[config.mk]
export PLATFORM = sky130hd
export DESIGN_NAME = cache_repl_ctrl
export DESIGN_NICKNAME = d
export VERILOG_FILES = /design/src/rtl/cache_repl_ctrl.sv
export SDC_FILE = /design/constraint.sdc
export NUM_CORES = 2
export LEC_CHECK = 0
export BUFFER_PORTS_ARGS = -buffer_cell sky130_fd_sc_hd__buf_2
export CORE_AREA = 2 2 320 322
export CTS_CLUSTER_SIZE = 14
export DETAILED_ROUTE_END_ITERATION = 10
export DIE_AREA = 0 0 322 324
export GPL_ROUTABILITY_DRIVEN = 0
export PLACE_DENSITY = 0.75
export SKIP_CTS_REPAIR_TIMING = 1
export SLEW_MARGIN = 40
export SYNTH_ARGS = -nofsm -noshare
export SYNTH_HDL_FRONTEND = slang
export SYNTH_SLANG_ARGS = --single-unit
[constraint.sdc]
create_clock -name clk -period 6.5 [get_ports clk]
set_clock_uncertainty 0.05 [all_clocks]
set_input_delay 0.975 -clock clk [delete_from_list [all_inputs] [get_ports clk]]
set_output_delay 0.975 -clock clk [all_outputs]
set_load 0.01 [all_outputs]
[src/rtl/cache_repl_ctrl.sv]
// Per-set replacement state (valid bits + saturating ages) with a victim-way request engine and flush sequencer.
// Latency: vic_req seen at edge T gives vic_valid from edge T+2; a flush takes exactly N_SETS cycles.
// Backpressure: vic_ready low outside IDLE; the result is held in RESP until vic_ack (or a flush discards it).
module cache_repl_ctrl #(
    parameter int N_WAYS   = 2,
    parameter int N_POW    = 4,
    parameter int N_SETS   = 16,
    parameter int SET_BITS = 4,
    parameter int AGE_W    = 32
) (
    input  logic                clk,
    input  logic                rst,
    input  logic                acc_valid,
    input  logic [SET_BITS-1:0] acc_set,
    input  logic [N_POW-1:0]    acc_way,
    input  logic                fill_valid,
    input  logic [SET_BITS-1:0] fill_set,
    input  logic [N_POW-1:0]    fill_way,
    input  logic                vic_req,
    input  logic [SET_BITS-1:0] vic_set,
    output logic                vic_ready,
    output logic                vic_valid,
    output logic [N_POW-1:0]    vic_way,
    output logic                vic_empty,
    input  logic                vic_ack,
    input  logic                flush_req,
    output logic                busy,
    output logic                flush_done
);

    typedef enum logic [1:0] {S_IDLE, S_SELECT, S_RESP, S_FLUSH} state_t;

    // Way count widened by one bit so the range test also works when N_WAYS == 2**N_POW.
    localparam logic [N_POW:0]      WAYS_L   = (N_POW+1)'(N_WAYS);
    localparam logic [SET_BITS-1:0] LAST_SET = SET_BITS'(N_SETS - 1);

    state_t              r_state, w_state_nxt;
    logic [N_WAYS-1:0]   r_valid [N_SETS];
    logic [AGE_W-1:0]    r_age   [N_SETS][N_WAYS];
    logic [SET_BITS-1:0] r_vic_set;
    logic [SET_BITS-1:0] r_flush_idx;
    logic [N_POW-1:0]    r_vic_way;
    logic                r_vic_empty;
    logic                r_flush_done;

    logic                w_upd_en;
    logic                w_upd_fill;
    logic [SET_BITS-1:0] w_upd_set;
    logic [N_POW-1:0]    w_upd_way;
    logic [N_WAYS-1:0]   w_new_valid;
    logic [AGE_W-1:0]    w_new_age [N_WAYS];
    logic [N_WAYS-1:0]   w_sel_valid;
    logic [AGE_W-1:0]    w_sel_age [N_WAYS];
    logic [AGE_W-1:0]    w_best_age;
    logic [N_POW-1:0]    w_sel_way;
    logic                w_sel_empty;

    // Pick the single update of this cycle: a fill wins over a hit; out-of-range ways and FLUSH block it.
    always_comb begin
        w_upd_fill = fill_valid;
        w_upd_set  = fill_valid ? fill_set : acc_set;
        w_upd_way  = fill_valid ? fill_way : acc_way;
        w_upd_en   = (r_state != S_FLUSH) &&
                     (fill_valid ? ({1'b0, fill_way} < WAYS_L)
                                 : (acc_valid && ({1'b0, acc_way} < WAYS_L)));
    end

    // New contents of the touched set: touched way to age 0, other valid ways age by one (saturating).
    always_comb begin
        w_new_valid = r_valid[w_upd_set];
        w_new_age   = r_age[w_upd_set];
        for (int k = 0; k < N_WAYS; k++) begin
            if (w_upd_way == N_POW'(k)) begin
                w_new_age[k] = '0;
                if (w_upd_fill) begin
                    w_new_valid[k] = 1'b1;
                end
            end else if (r_valid[w_upd_set][k]) begin
                w_new_age[k] = (r_age[w_upd_set][k] == '1) ? r_age[w_upd_set][k]
                                                           : r_age[w_upd_set][k] + 1'b1;
            end
        end
    end

    // Victim choice on the latched set, seen through any same-cycle update: first empty way, else oldest.
    always_comb begin
        if (w_upd_en && (w_upd_set == r_vic_set)) begin
            w_sel_valid = w_new_valid;
            w_sel_age   = w_new_age;
        end else begin
            w_sel_valid = r_valid[r_vic_set];
            w_sel_age   = r_age[r_vic_set];
        end
        w_sel_way   = '0;
        w_sel_empty = 1'b0;
        w_best_age  = w_sel_age[0];
        for (int k = 0; k < N_WAYS; k++) begin
            if (!w_sel_valid[k] && !w_sel_empty) begin
                w_sel_empty = 1'b1;
                w_sel_way   = N_POW'(k);
            end
        end
        if (!w_sel_empty) begin
            for (int k = 1; k < N_WAYS; k++) begin
                if (w_sel_age[k] > w_best_age) begin
                    w_best_age = w_sel_age[k];
                    w_sel_way  = N_POW'(k);
                end
            end
        end
    end

    // Next-state and handshake outputs; a flush request outranks a new victim request.
    always_comb begin
        w_state_nxt = r_state;
        vic_ready   = 1'b0;
        vic_valid   = 1'b0;
        busy        = 1'b0;
        case (r_state)
            S_IDLE: begin
                vic_ready = 1'b1;
                if (flush_req) begin
                    w_state_nxt = S_FLUSH;
                end else if (vic_req) begin
                    w_state_nxt = S_SELECT;
                end
            end
            S_SELECT: begin
                w_state_nxt = S_RESP;
            end
            S_RESP: begin
                vic_valid = 1'b1;
                if (vic_ack) begin
                    w_state_nxt = S_IDLE;
                end else if (flush_req) begin
                    w_state_nxt = S_FLUSH;
                end
            end
            S_FLUSH: begin
                busy = 1'b1;
                if (r_flush_idx == LAST_SET) begin
                    w_state_nxt = S_IDLE;
                end
            end
            default: w_state_nxt = S_IDLE;
        endcase
    end

    // State register.
    always_ff @(posedge clk) begin
        if (rst) begin
            r_state <= S_IDLE;
        end else begin
            r_state <= w_state_nxt;
        end
    end

    // Replacement arrays, latched request, registered result and flush sweep.
    always_ff @(posedge clk) begin
        if (rst) begin
            for (int s = 0; s < N_SETS; s++) begin
                r_valid[s] <= '0;
                for (int k = 0; k < N_WAYS; k++) begin
                    r_age[s][k] <= '0;
                end
            end
            r_vic_set    <= '0;
            r_vic_way    <= '0;
            r_vic_empty  <= 1'b0;
            r_flush_idx  <= '0;
            r_flush_done <= 1'b0;
        end else begin
            r_flush_done <= 1'b0;
            if (w_upd_en) begin
                r_valid[w_upd_set] <= w_new_valid;
                r_age[w_upd_set]   <= w_new_age;
            end
            if ((r_state == S_IDLE) && !flush_req && vic_req) begin
                r_vic_set <= vic_set;
            end
            if (r_state == S_SELECT) begin
                r_vic_way   <= w_sel_way;
                r_vic_empty <= w_sel_empty;
            end
            if (r_state == S_FLUSH) begin
                r_valid[r_flush_idx] <= '0;
                for (int k = 0; k < N_WAYS; k++) begin
                    r_age[r_flush_idx][k] <= '0;
                end
                if (r_flush_idx == LAST_SET) begin
                    r_flush_idx  <= '0;
                    r_flush_done <= 1'b1;
                end else begin
                    r_flush_idx <= r_flush_idx + 1'b1;
                end
            end
        end
    end

    assign vic_way    = r_vic_way;
    assign vic_empty  = r_vic_empty;
    assign flush_done = r_flush_done;

endmodule

# Yosys cells after proc, flatten, opt, wreduce, memory -nomap -nowiden

Memories as Yosys holds them, arrays and structs flattened. A register that Yosys moved wholly into a read port is not among the register bits.
Index checks and enable logic that the tools add are counted.

Add/sub/neg operators: 3
Magnitude comparators: 3
Equal/unequal tests: 12
Multiplexer cells: 54
Bitwise gates (word level): 1
Reductions and logical operators: 16

Operator list:

| cell                                                                 | count |
|---|---|
| 32-bit 2-to-1 mux                                                    | 6 |
| 64-bit 2-to-1 mux                                                    | 3 |
| 64-bit OR reduction                                                  | 2 |
| 32-bit by 1-bit adder with 32-bit output, second input constant      | 2 |
| 32-bit == test, second input constant                                | 2 |
| 4-bit 2-to-1 mux                                                     | 13 |
| 32-bit > comparator                                                  | 1 |
| 1-bit 2-to-1 mux                                                     | 23 |
| 2-bit 2-to-1 mux                                                     | 8 |
| 4-bit by 2-bit < comparator with 1-bit output, second input constant | 2 |
| 2-bit one-hot mux with 4 select lines                                | 1 |
| 1-bit logical AND                                                    | 6 |
| 3-bit != test, second input constant                                 | 2 |
| 2-bit OR reduction                                                   | 3 |
| 4-bit by 1-bit adder with 4-bit output, second input constant        | 1 |
| 2-bit == test, second input constant                                 | 2 |
| 4-bit by 1-bit == test with 1-bit output, second input constant      | 1 |
| 4-bit == test                                                        | 1 |
| 4-bit == test, second input constant                                 | 1 |
| 4-bit logical NOT                                                    | 1 |
| 3-bit AND reduction                                                  | 1 |
| 2-bit by 1-bit == test with 1-bit output, second input constant      | 1 |
| 1-bit logical NOT                                                    | 2 |
| 2-bit logical NOT                                                    | 1 |
| 3 further kinds                                                      | 3 |

Register bits after elaboration: 16
RAM bits: 1056
Bits of input ports: 27
Output and inout bits: 9
Logic and storage cells: 97
Memories kept: 2

Memory list:

| memory  | depth | bits a word | rd ports | clocked after memory_dff | write ports | RTL line | text |
|---|---|---|---|---|---|---|---|
| r_age   | 16    | 64          | 2        | 1                        | 16          | 39       | `logic [AGE_W-1:0] r_age [N_SETS][N_WAYS];` |
| r_valid | 16    | 2           | 2        | 1                        | 16          | 38       | `logic [N_WAYS-1:0] r_valid [N_SETS];` |

# Longest topological paths before layout

Depth after elaboration: 11
Gate-level depth with buffers: 30
Mapped depth without buffers: 22

# Worst setup path before layout

OpenSTA, ideal clock, no wires.

Path kind: in2reg
From: input port fill_valid
To: register r_vic_way[0], in the netlist vic_way[0]
Setup time: 126 ps
Data arrival time: 6146 ps
Data required time: 6324 ps
Setup slack: 179 ps
Stages: 29
Buffers on the path: 7
Cell sequence: buf_6 mux2_4 buf_12 buf_12 buf_12 buf_8 buf_4 mux4_2 a22oi_1 nand2_1 ha_1 nand3_1 or2_1 nor4_4 buf_4 nor4b_1 xnor2_1 o31a_1 ha_1 a21o_1 a21o_1 a21o_1 a21o_1 a21o_1 a21o_1 a21oi_1 o211ai_1 a21boi_0 o22ai_1

Word-level cells in the longest chain between the ends: 10
Elaborated cells between the ends (all ways): 34
Classes of those cells: 2 x add/sub; 1 x order compare; 4 x eq/ne; 20 x mux; 5 x reduce/logical; 2 x memory

Ends and longest elaborated chain:

| element                                                                | RTL line | text |
|---|---|---|
| start: declaration                                                     | 16       | `input logic fill_valid,` |
| 4-bit 2-to-1 mux                                                       | 61       | `w_upd_set = fill_valid ? fill_set : acc_set;` |
| memory 16 x 64 bit / memory 16 x 2 bit (equally long branches)         | --       |  |
| 32-bit by 1-bit adder with 32-bit output, or another cell as far along | 80       | `: r_age[w_upd_set][k] + 1'b1;` |
| 32-bit 2-to-1 mux / 1-bit 2-to-1 mux (equally long branches)           | 79, 73   |  |
| 32-bit 2-to-1 mux / 2-bit 2-to-1 mux (equally long branches)           | 78, 87   |  |
| 32-bit 2-to-1 mux / 1-bit logical NOT (equally long branches)          | 73, 98   |  |
| 64-bit 2-to-1 mux / 1-bit logical AND (equally long branches)          | 87, 98   |  |
| 32-bit > comparator / 1-bit 2-to-1 mux (equally long branches)         | 105, 98  |  |
| 4-bit 2-to-1 mux                                                       | 105      | `if (w_sel_age[k] > w_best_age) begin` |
| 4-bit 2-to-1 mux (*)                                                   | 103      | `if (!w_sel_empty) begin` |
| end signal: assignment                                                 | 182      | `r_vic_way <= w_sel_way;` |
| end: declaration                                                       | 42       | `logic [N_POW-1:0] r_vic_way;` |

Mark *: on every way between the ends. The rest lies on a longest branch, timed or not.
A chain may end at the register's enable or synchronous reset.

# Worst setup path in the final report

Ends and elaborated chain as after synthesis.

==> run metrics <==
GR met1 Demand/Resource=0.5133; Vias=44.34k; Hold Path Origin=r_flush_idx[3]$_SDFFE_PP0P_; Startpoint Class=primary input; Die Area=104300 um2; diode count=0; drt first pass iters=7; final net count=4691; CP Capture Type=flop; initial detailed-routing violation count=9150; most frequent cells after synthesis=nor2_1, edfxtp_1, nand2_1, mux4_2, clkbuf_1; internal power=12890 uW; Hold Path Class=flop to flop; M3 GR Usage=0.1218; post-layout util=0.6484; dominant cell type by area after synthesis=edfxtp_1; initial antenna violation count=0; Sink Count=1073; Hold Fails Final Rpt=0; sequential power share=0.453; final worst-path cycle share=0.9695; Cell Rows=117; total power draw=17740 uW; met2 GRT Util=0.5667; required time of the critical path=7.08 ns; CP startpoint=fill_valid; fin crit period=6.301 ns; leakage power total=0.02318 uW; Slew Limit Fails=0; yosys warns=0; Final setup viols=0; first-pass GRT wire length=289200 um; Worst-Skew Late Latency=0.76 ns; Initial Util=0.5736; Switch Pwr=4853 uW; total grt overflow=0; critical-path maximum fanout=7; clock share of power=0.382; clk buf depth=3; synthesis-stage register bit count=1073; worst rel slew slack=0.3489; DP Wirelength=118200 um; vias in the first global route=43.52k; fmax=158.7 MHz; grt peak-use layer=met2; Routed Antenna Nets=0; largest net degree at the start of global routing=61; IO Port Bufs=32; Die W=322 um; Layout area overhead=13.04%; overall die height=324 um; WS Path Type=primary input to flop; top cells by area, synth=edfxtp_1, mux4_2, nor2_1, nand2_1, clkbuf_1; # IOs=36; Syn Inst Count=4493; drt via density=7.351; r2r startpoint=r_age[1][0]$_SDFFCE_PN0P_; Avg WL per Cell=33.31 um; Post-synth EDFFs=1056; cts bufs inserted=110; CP arrival=6.88 ns; Total GRT Usage=0.3878; status=complete, no violations; Cell Pwr Density=270.9 nW/um2; TritonCTS clock tree=yes; Sw Share=0.2735; core area=101000 um2; synthesized area=57940 um2; register area share after synthesis=0.5532; count leader, synth=nor2_1; Worst Tran Pin Value=0.9732 ns; total length of routed wires=200900 um; clock root buffer=clkbuf_16; ys async rst share=0; H-tree Lvls=3; layout cells sized above 1=0.2553; share of Yosys cell area claimed by the top area cell type=0.5473; clk slew on worst S/H paths=0.06 ns; RSZ-0062 raised after global routing=false; Max IR drop VDD=0.0002179 V; post-synth cell types=88; DR DRC count=0; Main synth FF type=edfxtp_1; Max Cap Violations=0; combinational share of power=0.165; syn_area_per_cell=12.89 um2
worst max-delay path, stage by stage:
cell and delay [ns]:
buf_2 0.21, buf_4 0.17, mux2_2 0.49, nor2_4 0.18
buf_4 0.20, nand2_1 0.09, nand4_1 0.30, ha_1 0.26
and2_1 0.16, nand2_1 0.10, or4_1 0.61, o211ai_1 0.44
xor2_2 0.15, o31ai_2 0.33, buf_4 0.19, ha_1 0.24
a21o_1 0.17, a21o_1 0.17, a21o_1 0.17, a21o_1 0.17
a21o_1 0.20, a21o_1 0.18, a21oi_1 0.24, o211ai_1 0.13
a21boi_0 0.21, o22ai_1 0.12
final timing paths:
kind                                                     to  slack, ns  cells past startpoint
worst min-delay path            r_flush_idx[3]$_SDFFE_PP0P_       0.49                      2
worst max-delay path                vic_way[0]$_SDFFE_PP0P_       0.20                     26
worst min register to register  r_flush_idx[3]$_SDFFE_PP0P_       0.49                      2
worst max register to register      vic_way[0]$_SDFFE_PP0P_       1.07                     22
layout by cell type (no fill, tap or decap), types with 19 or more instances in the layout:
cell	count
a21oi_1	26
a22oi_1	31
a32oi_1	39
buf_12	62
buf_2	32
buf_4	325
bufinv_16	19
clkbuf_16	111
clkinv_1	20
clkinv_2	23
edfxtp_1	1056
ha_1	35
mux2i_1	69
mux4_2	470
nand2_1	543
nand2_2	28
nand3_1	157
nand4_1	62
nor2_1	1118
nor3_1	37
o21ai_0	50
xnor2_1	25
kinds of logic (layout without fill, tap and decap cells):
logic type / count (synthesis) / count (layout) / synth area share
compound gates: 292 / 292 / 0.03749
xor+xnor: 56 / 56 / 0.01145
fa+ha+maj: 35 / 35 / 0.007559
buf+inv: 405 / 633 / 0.03732
flops: 1073 / 1073 / 0.5532
mux: 568 / 568 / 0.2055
other cells: 1 / 3 / 0.00006473
simple gates: 2063 / 2063 / 0.1474
layout make-up:
class / instances / area [um2]
Multi-Input combinational cell: 3017 / 24100
Tap cell: 1309 / 1638
Clock inverter: 79 / 943.4
Timing Repair Buffer: 419 / 3841
Fill cell: 7079 / 35520
Inverter: 8 / 30.03
Clock buffer: 127 / 2878
Sequential cell: 1073 / 32070
state kept, by name, indices dropped and copies added, names as in the netlist, named ones only:
name         cells
flush_done       1
r_age         1024
r_flush_idx      4
r_state          2
r_valid         32
r_vic_set        4
vic_empty        1
vic_way          1
power by group through the flow:
stage,clock network [uW],logic (uW),registers (uW)
3_5_place_dp,0,2790,8160
5_1_grt,7020,3020,8050
2_1_floorplan,0,1760,8100
6_report,6780,2930,8030
3_3_place_gp,0,2760,8130
4_1_cts,6750,2820,8020
through the flow:
stage                     TNS, ns  hold WS [ns]  worst slack (ns)  area [um2]  std cells
final                           0        0.4876            0.1985       65490       6032
after global routing            0        0.4948           0.01882       65490       6032
after CTS                       0        0.4860            0.2693       65430       6029
after detailed placement  -0.3915        0.4780           -0.3915       61600       5823
after global placement    -0.3320        0.4554           -0.3320       61560       5822
after floorplan                 0        0.4181            0.1786       57940       4495
metal layers:
metal | wire length, um | part of all wire | up-vias
li1 | - | - | 17142
met3 | 34970 | 0.17 | 920
met5 | 0 | 0 | -
met1 | 64730 | 0.32 | 21508
met2 | 87570 | 0.44 | 4770
met4 | 13680 | 0.068 | 0
Power figures use the tool's default switching activity.
